### config.mk
export PLATFORM = sky130hd
export DESIGN_NAME = noc_rx_mailbox
export DESIGN_NICKNAME = d
export VERILOG_FILES = /design/src/rtl/noc_rx_mailbox.sv
export SDC_FILE = /design/constraint.sdc
export NUM_CORES = 1
export LEC_CHECK = 0
export ABC_CLOCK_PERIOD_IN_PS = 4100
export CORE_ASPECT_RATIO = 1.75
export CORE_MARGIN = 2
export CORE_UTILIZATION = 58
export CTS_CLUSTER_DIAMETER = 40
export DETAILED_ROUTE_END_ITERATION = 8
export MAX_ROUTING_LAYER = met4
export PLACE_DENSITY = 0.95
export SLEW_MARGIN = 20
export SYNTH_ARGS = -nofsm -noshare
export SYNTH_HDL_FRONTEND = slang
export SYNTH_SLANG_ARGS = --single-unit
### constraint.sdc
create_clock -name clk -period 4.1 [get_ports clk]
set_clock_uncertainty 0.2 [all_clocks]
set_input_delay 0.82 -clock clk [delete_from_list [all_inputs] [get_ports clk]]
set_output_delay 0.82 -clock clk [all_outputs]
set_load 0.1 [all_outputs]
### src/rtl/noc_rx_mailbox.sv
// Receive mailbox: accepts router packets addressed to NODE_ID into a FIFO and presents the head entry to the MEM stage.
// Optional `RX_DROP_CNT_EN adds a saturating drop_cnt output that counts consumed misaddressed packets.
module noc_rx_mailbox #(
    parameter int DATA_W  = 32,
    parameter int ADDR_W  = 2,
    parameter int NODE_ID = 0,
    parameter int DEPTH   = 4
) (
    input  logic                       clk,
    input  logic                       rst_n,
    input  logic                       noc_valid_in,
    output logic                       noc_ready_out,
    input  logic [ADDR_W-1:0]          noc_dest_in,
    input  logic [ADDR_W-1:0]          noc_src_in,
    input  logic [DATA_W-1:0]          noc_data_in,
    input  logic                       rx_pop,
    output logic                       rx_valid,
    output logic [DATA_W-1:0]          rx_data,
    output logic [ADDR_W-1:0]          rx_src,
    output logic [$clog2(DEPTH+1)-1:0] rx_count,
    output logic                       rx_underflow
`ifdef RX_DROP_CNT_EN
    ,
    output logic [15:0]                drop_cnt
`endif
);

    localparam int PTR_W = $clog2(DEPTH);
    localparam int CNT_W = $clog2(DEPTH+1);
    localparam int ENT_W = ADDR_W + DATA_W;

    logic [ENT_W-1:0] mem_q [DEPTH];
    logic [PTR_W-1:0] wr_ptr_q, wr_ptr_d;
    logic [PTR_W-1:0] rd_ptr_q, rd_ptr_d;
    logic [CNT_W-1:0] count_q, count_d;
    logic             underflow_q, underflow_d;
    logic             accept, addr_match, store, pop;
    logic [ENT_W-1:0] head;

    assign noc_ready_out = (count_q != CNT_W'(DEPTH));
    assign rx_valid      = (count_q != '0);
    assign accept        = noc_valid_in && noc_ready_out;
    assign addr_match    = (noc_dest_in == ADDR_W'(NODE_ID));
    assign store         = accept && addr_match;
    assign pop           = rx_pop && rx_valid;
    assign head          = mem_q[rd_ptr_q];

    // Stale storage behind an empty FIFO is masked so the outputs read zero.
    assign rx_data      = rx_valid ? head[DATA_W-1:0] : '0;
    assign rx_src       = rx_valid ? head[ENT_W-1:DATA_W] : '0;
    assign rx_count     = count_q;
    assign rx_underflow = underflow_q;

    always_comb begin
        wr_ptr_d    = wr_ptr_q;
        rd_ptr_d    = rd_ptr_q;
        count_d     = count_q;
        underflow_d = rx_pop && !rx_valid;
        if (store) wr_ptr_d = wr_ptr_q + PTR_W'(1);
        if (pop)   rd_ptr_d = rd_ptr_q + PTR_W'(1);
        case ({store, pop})
            2'b10:   count_d = count_q + CNT_W'(1);
            2'b01:   count_d = count_q - CNT_W'(1);
            default: count_d = count_q;
        endcase
    end

    always_ff @(posedge clk) begin
        if (!rst_n) begin
            wr_ptr_q    <= '0;
            rd_ptr_q    <= '0;
            count_q     <= '0;
            underflow_q <= 1'b0;
        end else begin
            wr_ptr_q    <= wr_ptr_d;
            rd_ptr_q    <= rd_ptr_d;
            count_q     <= count_d;
            underflow_q <= underflow_d;
        end
    end

    // Storage needs no reset: the cleared pointers and count invalidate every entry.
    always_ff @(posedge clk) begin
        if (store) mem_q[wr_ptr_q] <= {noc_src_in, noc_data_in};
    end

`ifdef RX_DROP_CNT_EN
    logic [15:0] drop_cnt_q, drop_cnt_d;

    always_comb begin
        drop_cnt_d = drop_cnt_q;
        if (accept && !addr_match && (drop_cnt_q != 16'hFFFF))
            drop_cnt_d = drop_cnt_q + 16'd1;
    end

    always_ff @(posedge clk) begin
        if (!rst_n) drop_cnt_q <= '0;
        else        drop_cnt_q <= drop_cnt_d;
    end

    assign drop_cnt = drop_cnt_q;
`endif

endmodule

==> results.json <==
{
  "vdd_drop_max_mv": 0.523,
  "cts_root_buffer": "clkbuf_16",
  "met3_wirelength_um": 281,
  "power-per-cell-area_nw_per_um2": 756,
  "r2r-start": "rx_count[2]",
  "path_clk_slew_ps": 60,
  "ys_ff_latch": 146,
  "hold_path.startpoint": "wr_ptr_q[1]",
  "io-pin-count": 80,
  "drt_first_pass_iters": 5,
  "tritoncts": "done",
  "tritoncts.num_buffers": 17,
  "area_delta_synth_final_pct": 25.6,
  "final.min_clock_period_ps": 3460,
  "worstHoldPathCells": 2,
  "worst_setup_path_end_kind": "primary output",
  "crit_path_max_fanout": 18,
  "synthDistinctLibCells": 27,
  "synth_nets": 320,
  "setup_repair_after_global_routing_missed_its_margin": "false",
  "hold_viol": 0,
  "globalRouteTotalUtil": 0.226,
  "number_of_antenna_violations_at_the_first_check_in_global_routing": 0,
  "core_area_um2": 9530,
  "place.gp.congestion": 0.736,
  "worstPathRequired_ps": 3080,
  "placement_rows": 47,
  "cts.htree.levels": 4,
  "static-leakage-power_nw": 2.38,
  "final.period_utilization": 0.844,
  "clock.fmax_mhz": 289,
  "cp.arrival_ps": 2440,
  "wirelength_met1_um": 3940,
  "fin_worst_hold_slack_ps": 333,
  "route.final.wire_length_um": 10700,
  "final.fill_count": 516,
  "reg2reg_slack_ps": 1240,
  "finalSetupTns_ps": 0,
  "hpwlAfterDp_um": 5890,
  "routedWlPerCell_um": 21.6,
  "die_outline_area_um2": 10600,
  "timing.final.ws_setup_ps": 639,
  "syn-mean-instance-area_um2": 20.7,
  "drv.max_cap_violation_count": 0,
  "cts_repair_resize_count": 0,
  "cts_max_path_buffers": 2,
  "synthDominantAreaCellType": "edfxtp_1",
  "post_drt_via_cell_ratio": 5.65,
  "postSynthCellCount": 274,
  "regToRegEndpoint": "rx_count[2]",
  "pin_count_of_the_biggest_net_entering_global_routing": 40,
  "detailedRoute.firstIterationViolations": 172,
  "timing.max_slew.rel_slack": 0.345,
  "timing.final.max_slew_violations": 0,
  "dpl_worst_slack_ps": 835,
  "layout.cells.most_common_list": "edfxtp_1, clkdlybuf4s50_1, buf_4",
  "worstRegToRegCells": 9,
  "synth.yosys.seq_area_share": 0.754,
  "cts_hold_repair.buffers": 0,
  "setup_viol": 0,
  "routed-wl-met2_um": 6260,
  "die_w_um": 78.8,
  "route.antenna.remaining_nets": 0,
  "cts.repair_timing.setup_buffer_count": 0,
  "grt_first_pass_wirelength_um": 16400,
  "synth_top_area_share": 0.718,
  "tightest_slew_ps": 980,
  "synth.yosys.warnings": 0,
  "layout_commonest_cell": "edfxtp_1",
  "hold_crit_class": "reg2reg",
  "worstHoldEndpoint": "wr_ptr_q[1]",
  "syn_area_um2": 5680,
  "vias": 2804,
  "die_height_um": 135,
  "yosys-top-cells-area": "edfxtp_1, mux4_2, nor2b_1",
  "critPathKind": "reg2out",
  "run_status": "complete, no violations",
  "buffer_ports.inserted": 79,
  "design.final.nets": 407,
  "vias_in_the_first_global_route": 2986,
  "insertion_delay_ps": 410,
  "cts.sink_count": 146,
  "globalRoute.totalOverflow": 0,
  "antenna-diode-count": 0,
  "crit_path_start_kind": "flop",
  "maxUsedRoutingLayer": "met4",
  "start_util": 0.597,
  "drcViolationCount": 0,
  "post_route_cells_drive_above_1_share": 0.291
}
cell usage after synthesis:
master / number
edfxtp_1: 136
mux4_2: 34
nor2b_1: 33
dfxtp_1: 10
inv_1: 7
nand2_1: 7
buf_6: 5
clkbuf_1: 5
ha_1: 5
o21ai_0: 5
and2_2: 4
buf_2: 3
a21boi_0: 2
and2_1: 2
and2b_1: 2
and3_1: 2
mux2i_1: 2
buf_4: 1
fa_1: 1
nor2_1: 1
nor3_2: 1
or3_1: 1
or3_2: 1
or3b_1: 1
or4bb_1: 1
xnor2_1: 1
xor2_1: 1
where the power goes:
group / switching [mW] / internal (mW) / leakage, nW / total, mW
Clock: 0.556 / 1.14 / 0.318 / 1.70
Combinational: 1.48 / 0.486 / 0.747 / 1.97
Sequential: 0.0670 / 1.67 / 1.31 / 1.73
Total: 2.11 / 3.29 / 2.38 / 5.40
layout make-up:
cell class                 instances  area, um2  share of cell area
inverter                           7       26.3             0.00368
clock inverter                    13        231              0.0324
sequential                       146       4290               0.600
tap                              122        153              0.0214
timing repair buffer              82        728               0.102
multi-input combinational        107       1280               0.180
clock buffer                      19        433              0.0606
cell families after synthesis:
family,after synthesis,share of synthesized area
simple gates,56,0.0616
mux,36,0.138
flops,146,0.754
buf+inv,21,0.0218
xor+xnor,2,0.00308
fa+ha+maj,6,0.0145
compound gates,7,0.00704
state kept, by name, summed over array words and instances (netlist names), named ones only:
signal        count
mem_q           136
rd_ptr_q          2
wr_ptr_q          2
rx_count          3
rx_underflow      1
critical path, cell delays in order (launching register included):
cell and delay [ps]:
dfxtp_2 730, buf_4 350, mux4_2 550, nor2b_1 150, buf_4 250
per-stage QoR:
stage	cell area, um2	utilization	total power, mW	instances
CTS	7140	0.750	5.44	496
detailed placement	6480	0.680	3.73	464
global placement	6480	0.680	3.71	464
global route	7140	0.750	5.56	496
finish	7140	0.750	5.40	496
floorplan	5680	-	3.34	274
worst max path at each step:
| stage | end | slack [ps] | depth (start not counted) |
|---|---|---|---|
| after floorplan | rx_data[10] | 220 | 4 |
| after global placement | rx_count[2] | 910 | 10 |
| after detailed placement | rx_count[2] | 830 | 10 |
| after CTS | rx_data[2] | 540 | 4 |
| after global routing | rx_data[2] | 480 | 4 |
| final | rx_data[2] | 640 | 4 |
layer usage:
metal / track usage / vias up
met5: - / -
met4: 0.107 / 0
met3: 0.0555 / 15
met2: 0.377 / 78
met1: 0.254 / 1456
li1: - / 1255
Note: power is estimated with default switching activity, not from simulation.
